File: src/rtl/pipeline_stall_ctrl.sv
// Central stall/flush controller for the 5-stage pipeline: combinational freeze/bubble/flush
// decode, a MEM_WAIT watchdog FSM and saturating stall/flush performance counters.
//
//   state    | meaning
//   RUN      | no outstanding multi-cycle memory access
//   MEM_WAIT | memory access waiting on mem_ready, wait_cnt_q counts not-ready cycles
//   ERROR    | watchdog expired; back end held frozen until reset
module pipeline_stall_ctrl #(
  parameter int CNT_W   = 32,
  parameter int TIMEOUT = 255
) (
  input  logic             clk,
  input  logic             rst,
  input  logic             hazard_detected,
  input  logic             branch_taken,
  input  logic             mem_req,
  input  logic             mem_ready,
  input  logic             clr_counters,
  output logic             freeze_front,
  output logic             flush_if_id,
  output logic             bubble_id_exe,
  output logic             freeze_back,
  output logic             timeout_err,
  output logic [CNT_W-1:0] stall_cycles,
  output logic [CNT_W-1:0] flush_count
);

  typedef enum logic [1:0] {
    RUN      = 2'd0,
    MEM_WAIT = 2'd1,
    ERROR    = 2'd2
  } state_t;

  localparam logic [15:0]      TMO     = 16'(TIMEOUT);
  localparam logic [CNT_W-1:0] CNT_MAX = '1;

  state_t           state_q;
  logic [15:0]      wait_cnt_q;
  logic             timeout_err_q;
  logic [CNT_W-1:0] stall_q, stall_d;
  logic [CNT_W-1:0] flush_q, flush_d;
  logic             mem_stall;

  // Priority: memory stall > branch flush > hazard stall. A branch under a memory
  // stall stays in EXE (EXE/MEM frozen), so the flush is deferred, not dropped.
  always_comb begin
    mem_stall     = (mem_req & ~mem_ready) | (state_q == ERROR);
    freeze_back   = mem_stall;
    freeze_front  = mem_stall | (hazard_detected & ~branch_taken);
    flush_if_id   = branch_taken & ~mem_stall;
    bubble_id_exe = (hazard_detected | branch_taken) & ~mem_stall;
  end

  always_comb begin
    stall_d = stall_q;
    flush_d = flush_q;
    if (clr_counters) begin
      stall_d = '0;
      flush_d = '0;
    end else begin
      if (freeze_front && stall_q != CNT_MAX) stall_d = stall_q + CNT_W'(1);
      if (flush_if_id && flush_q != CNT_MAX)  flush_d = flush_q + CNT_W'(1);
    end
  end

  always_ff @(posedge clk or negedge rst) begin
    if (!rst) begin
      state_q       <= RUN;
      wait_cnt_q    <= '0;
      timeout_err_q <= 1'b0;
    end else begin
      case (state_q)
        RUN: begin
          if (mem_req && !mem_ready) begin
            state_q    <= MEM_WAIT;
            wait_cnt_q <= 16'd1;
          end
        end
        MEM_WAIT: begin
          // A dropped mem_req is a protocol violation; treat it like completion.
          if (mem_ready || !mem_req) begin
            state_q    <= RUN;
            wait_cnt_q <= '0;
          end else if (wait_cnt_q == TMO) begin
            state_q       <= ERROR;
            timeout_err_q <= 1'b1;
          end else begin
            wait_cnt_q <= wait_cnt_q + 16'd1;
          end
        end
        ERROR: begin
          timeout_err_q <= 1'b1;
        end
        default: begin
          state_q    <= RUN;
          wait_cnt_q <= '0;
        end
      endcase
    end
  end

  always_ff @(posedge clk or negedge rst) begin
    if (!rst) begin
      stall_q <= '0;
      flush_q <= '0;
    end else begin
      stall_q <= stall_d;
      flush_q <= flush_d;
    end
  end

  assign timeout_err  = timeout_err_q;
  assign stall_cycles = stall_q;
  assign flush_count  = flush_q;

endmodule
File: config.mk
export PLATFORM = sky130hd
export DESIGN_NAME = pipeline_stall_ctrl
export DESIGN_NICKNAME = d
export VERILOG_FILES = /design/src/rtl/pipeline_stall_ctrl.sv
export SDC_FILE = /design/constraint.sdc
export NUM_CORES = 1
export LEC_CHECK = 0
export CAP_MARGIN = 5
export CORE_MARGIN = 2
export CORE_UTILIZATION = 58
export CTS_CLUSTER_SIZE = 24
export DETAILED_ROUTE_END_ITERATION = 12
export PLACE_DENSITY = 0.92
export SYNTH_ARGS = -nofsm -noshare
export SYNTH_HDL_FRONTEND = slang
export SYNTH_SLANG_ARGS = --single-unit
File: constraint.sdc
create_clock -name clk -period 5.28 [get_ports clk]
set_clock_uncertainty 0.1 [all_clocks]
set_input_delay 1.056 -clock clk [delete_from_list [all_inputs] [get_ports clk]]
set_output_delay 1.056 -clock clk [all_outputs]
set_load 0.005 [all_outputs]
==> run summary <==
The run finished with clean final reports. Grouping stages by cell kind, the critical path spends the most delay in buffers and inverters. The smallest clock period supported by the final layout is computed as 4.24 ns.

Summing all placed instances gives a cell area of 0.00551 mm². The arrival time at the worst endpoint is between 3 and 4 ns. The signal on the critical path passes through clkdlybuf4s50_1 > nand2b_1 > nand3_1 > inv_1 > clkdlybuf4s50_1. For this run, the leading register cell type out of synthesis is dfrtp_1.

Counting instances, the worst hold path has a depth of 1. The number of standard-cell rows in the floorplan is 32. The most numerous cell type found on the critical path is clkdlybuf4s50_1.

The number of cells on the worst reg-to-reg path came out at 5. Setup repair after global routing left no endpoint under its margin. For this design the top-level I/O count stands at 76. For this configuration, the core starts out at a cell density of around three fifths. The total wire length after detailed routing is approximately 12000 µm. Across the run, the number of max-cap violations was 0. The count of buffers added by post-CTS timing repair for setup came out at 0. The clock tree from TritonCTS is built. The final estimated routing congestion in global placement came out at 0.831. The number of port buffers came out at 75.

The global-route total usage across every layer is ~28%. The post-route DRC violation count is 0. Derived from the worst setup path, the maximum achievable clock frequency is 0.236 GHz. By startpoint and endpoint, the worst setup path is classified as primary input to output port. The area enclosed by the die boundary came out at 0.00888 mm². The maximum number of pins on one net before global-route repair came out at 84. The number of flops mapped to enable cells by yosys is 0.

STA classifies the critical path startpoint as a primary input. The root buffer cell chosen for the clock tree is clkbuf_8. The final antenna-violating net count came out at 0. Clock latency on the worst-skew pair, taken at its later pin, is 0.37 ns. The number of antenna diodes in the final layout is 0. The number of cells on the critical path came out at 5. The per-cell routed wire length is approximately 17 µm. The final instance area came out at around 0.0057 mm². The clock net in this run drives a total of slightly above 80 sinks. The via count of the first global-routing pass is between 4000 and 5000. For this block, the initial DRC count from the detailed router was ~320. The floorplan step set the die height to ~94 µm. The initial antenna violation count came out at 0.

During synthesis, Yosys emitted a total of 0 warnings. The required arrival time at the worst endpoint is between 4 and 5 ns. The post-synth net total is about 540. The clock input transition at the sequential cells of the worst setup and hold paths is ~0.1 ns. The number of buffers inserted for hold repair after clock tree synthesis came out at 0. The actual transition at the worst max-transition pin came out at approximately 1.2 ns. The detailed-placement wirelength estimate came out at roughly 8100 µm. The filler cells instantiated in the layout total 565. Setup violations remaining at the end of the flow were counted as 0. The peak ir drop on the vdd network came out at approximately 0.14 mV.

The remaining global-route overflow came out at 0. The synthesis-to-finish area growth is 21.6%. The worst hold-check slack came out at about 0.38 ns.

In this run the worst hold path is classified as flop to flop. The placeable core region is just under 0.008 mm². In this run, CTS created clock tree buffers numbering 9. Summed over all cells, the static leakage comes to between 0.002 and 0.0025 µW. The worst stage delay on the critical path came out at about 0.54 ns. The power density of the placed cells is about 230 mW/mm². The pre-CTS worst setup slack is approximately 1.0 ns. By area the synthesized netlist is led by dfrtp_1, a21oi_1, o21ai_0.

The first global-routing pass estimated 20100 µm of wire. The via density per instance came out at about 6.6. For this run, the detailed router's first-pass iteration total came to 4. The count of final max-slew check failures came out at 0. For this design, the slowest cell found on the critical path is clkdlybuf4s50_1.

The summed negative setup slack over all endpoints came out at 0 ns. The number of standard cells after synthesis came out at around 530. The number of register bits inferred by synthesis is 83. In this run the cell area of the synthesized design comes to about 0.0047 mm². The fraction of post-synthesis cell area in the top cell type by area is between 40% and 50%. The number of buffers and inverters on the critical path is 3. The number of vias in the routed layout is roughly 4600. The maximum count of clock buffers along a single path came out at 2.

The final cycle utilization of the critical path came out at between 80 and 90%. In this run the worst path has a maximum fanout of 13. The sequential-to-total area share from yosys stat came out at 44.0%. The slack of the critical path is between 1 and 1.5 ns. The layout net count came out at 606.

The die width is 94.2 µm. The share of synthesized flip-flops with an asynchronous set or reset came out at 100%. The number of gates resized after CTS was 0. The maximum level of the CTS H-tree came out at 3.

After synthesis, the netlist uses 56 different library cells. The cell type with the largest total area after synthesis is dfrtp_1. The mean cell area of the mapped netlist came out at between 8 and 9 µm².

Measured against its own limit, the worst slew margin works out to 21.4%. In the final layout, the share of cells above drive strength 1 is 5.19%. The final count of hold timing violations is 0. The worst setup path is captured at an output port.
[per-layer routing]
metal / vias to the layer above / GRT usage, % / share of wire [%]
li1: 2148 / - / -
met1: 2229 / 36.7 / 41
met2: 206 / 46.7 / 50
met3: 23 / 6.26 / 6.5
met4: 0 / 10.1 / 2.2
met5: - / 0 / 0
[cells in the final DEF (no fill, tap or decap), drive strengths merged, types with 4 or more instances in the layout]
| cell | count |
|---|---|
| o21ai | 42 |
| a21oi | 52 |
| nand2b | 4 |
| nor2b | 7 |
| clkbuf | 9 |
| nand2 | 28 |
| or3 | 24 |
| clkdlybuf4s50 | 73 |
| dfrtp | 83 |
| and4 | 10 |
| or4 | 23 |
| and2 | 4 |
| nor3 | 6 |
| inv | 23 |
| buf | 4 |
| xor2 | 9 |
| a31oi | 6 |
| nor2 | 35 |
| nand4 | 27 |
| ha | 7 |
| xnor2 | 4 |
| nand3 | 37 |
| o31ai | 21 |
| and3 | 15 |
| nor4 | 4 |
| a311oi | 4 |
[area by class of cell]
class                   count  area (µm²)  area share [%]
well taps                 102         128            2.22
inverters                  18        67.6            1.18
clock inverters             7         106            1.85
multi-input cells         403        2480            43.2
repair buffers             77         758            13.2
clock buffers               9         124            2.16
flip-flops and latches     83        2080            36.2
[final timing paths]
check	slack, ns	endpoint	start
setup / recovery	1.04	flush_if_id	mem_ready
hold / removal	0.38	timeout_err	timeout_err
setup reg to reg	2.38	stall_cycles[24]	stall_cycles[11]
hold reg to reg	0.38	timeout_err	timeout_err
max in group asynchronous	3.64	stall_cycles[23]	rst
min in group asynchronous	0.75	wait_cnt_q[9]	rst
[stage by stage]
stage               instances  util (%)  power (µW)
finish                    699      73.5        1350
global route              699      73.5        1400
CTS                       699      73.5        1350
detailed placement        683      70.6         819
global placement          683      70.6         809
floorplan                 529         -         761
[synth_stat cells (15+ instances only)]
cell type / instances
clkbuf_1: 23
inv_1: 18
o21ai_0: 42
o31ai_1: 21
nand4_1: 26
nor2_1: 35
dfrtp_1: 83
nand3_1: 37
or3_1: 23
a21oi_1: 52
and3_1: 15
or4_1: 23
nand2_1: 28
[worst reg2reg max path, cell delays in order, from the launching register on]
cell	delay, ns
dfrtp_1	0.44
and4_1	0.27
nand4_1	0.48
o31ai_1	1.14
o21ai_0	0.24
a21oi_1	0.17
[power breakdown]
group | internal (µW) | switching [µW]
Combinational | 46.9 | 102
Clock | 277 | 261
Sequential | 647 | 13.7
[flip-flops by register name, summed over array words and instances (netlist names)]
name          flops
wait_cnt_q       16
timeout_err       1
flush_count      32
state_q           2
stall_cycles     32
[cell families after synthesis]
family	Yosys count	synth area share [%]
mux	3	0.662
xor+xnor	13	2.41
simple gates	233	28.7
flops	83	44.0
compound gates	147	18.9
fa+ha+maj	7	1.85
buf+inv	43	3.47
Power figures use the tool's default switching activity.
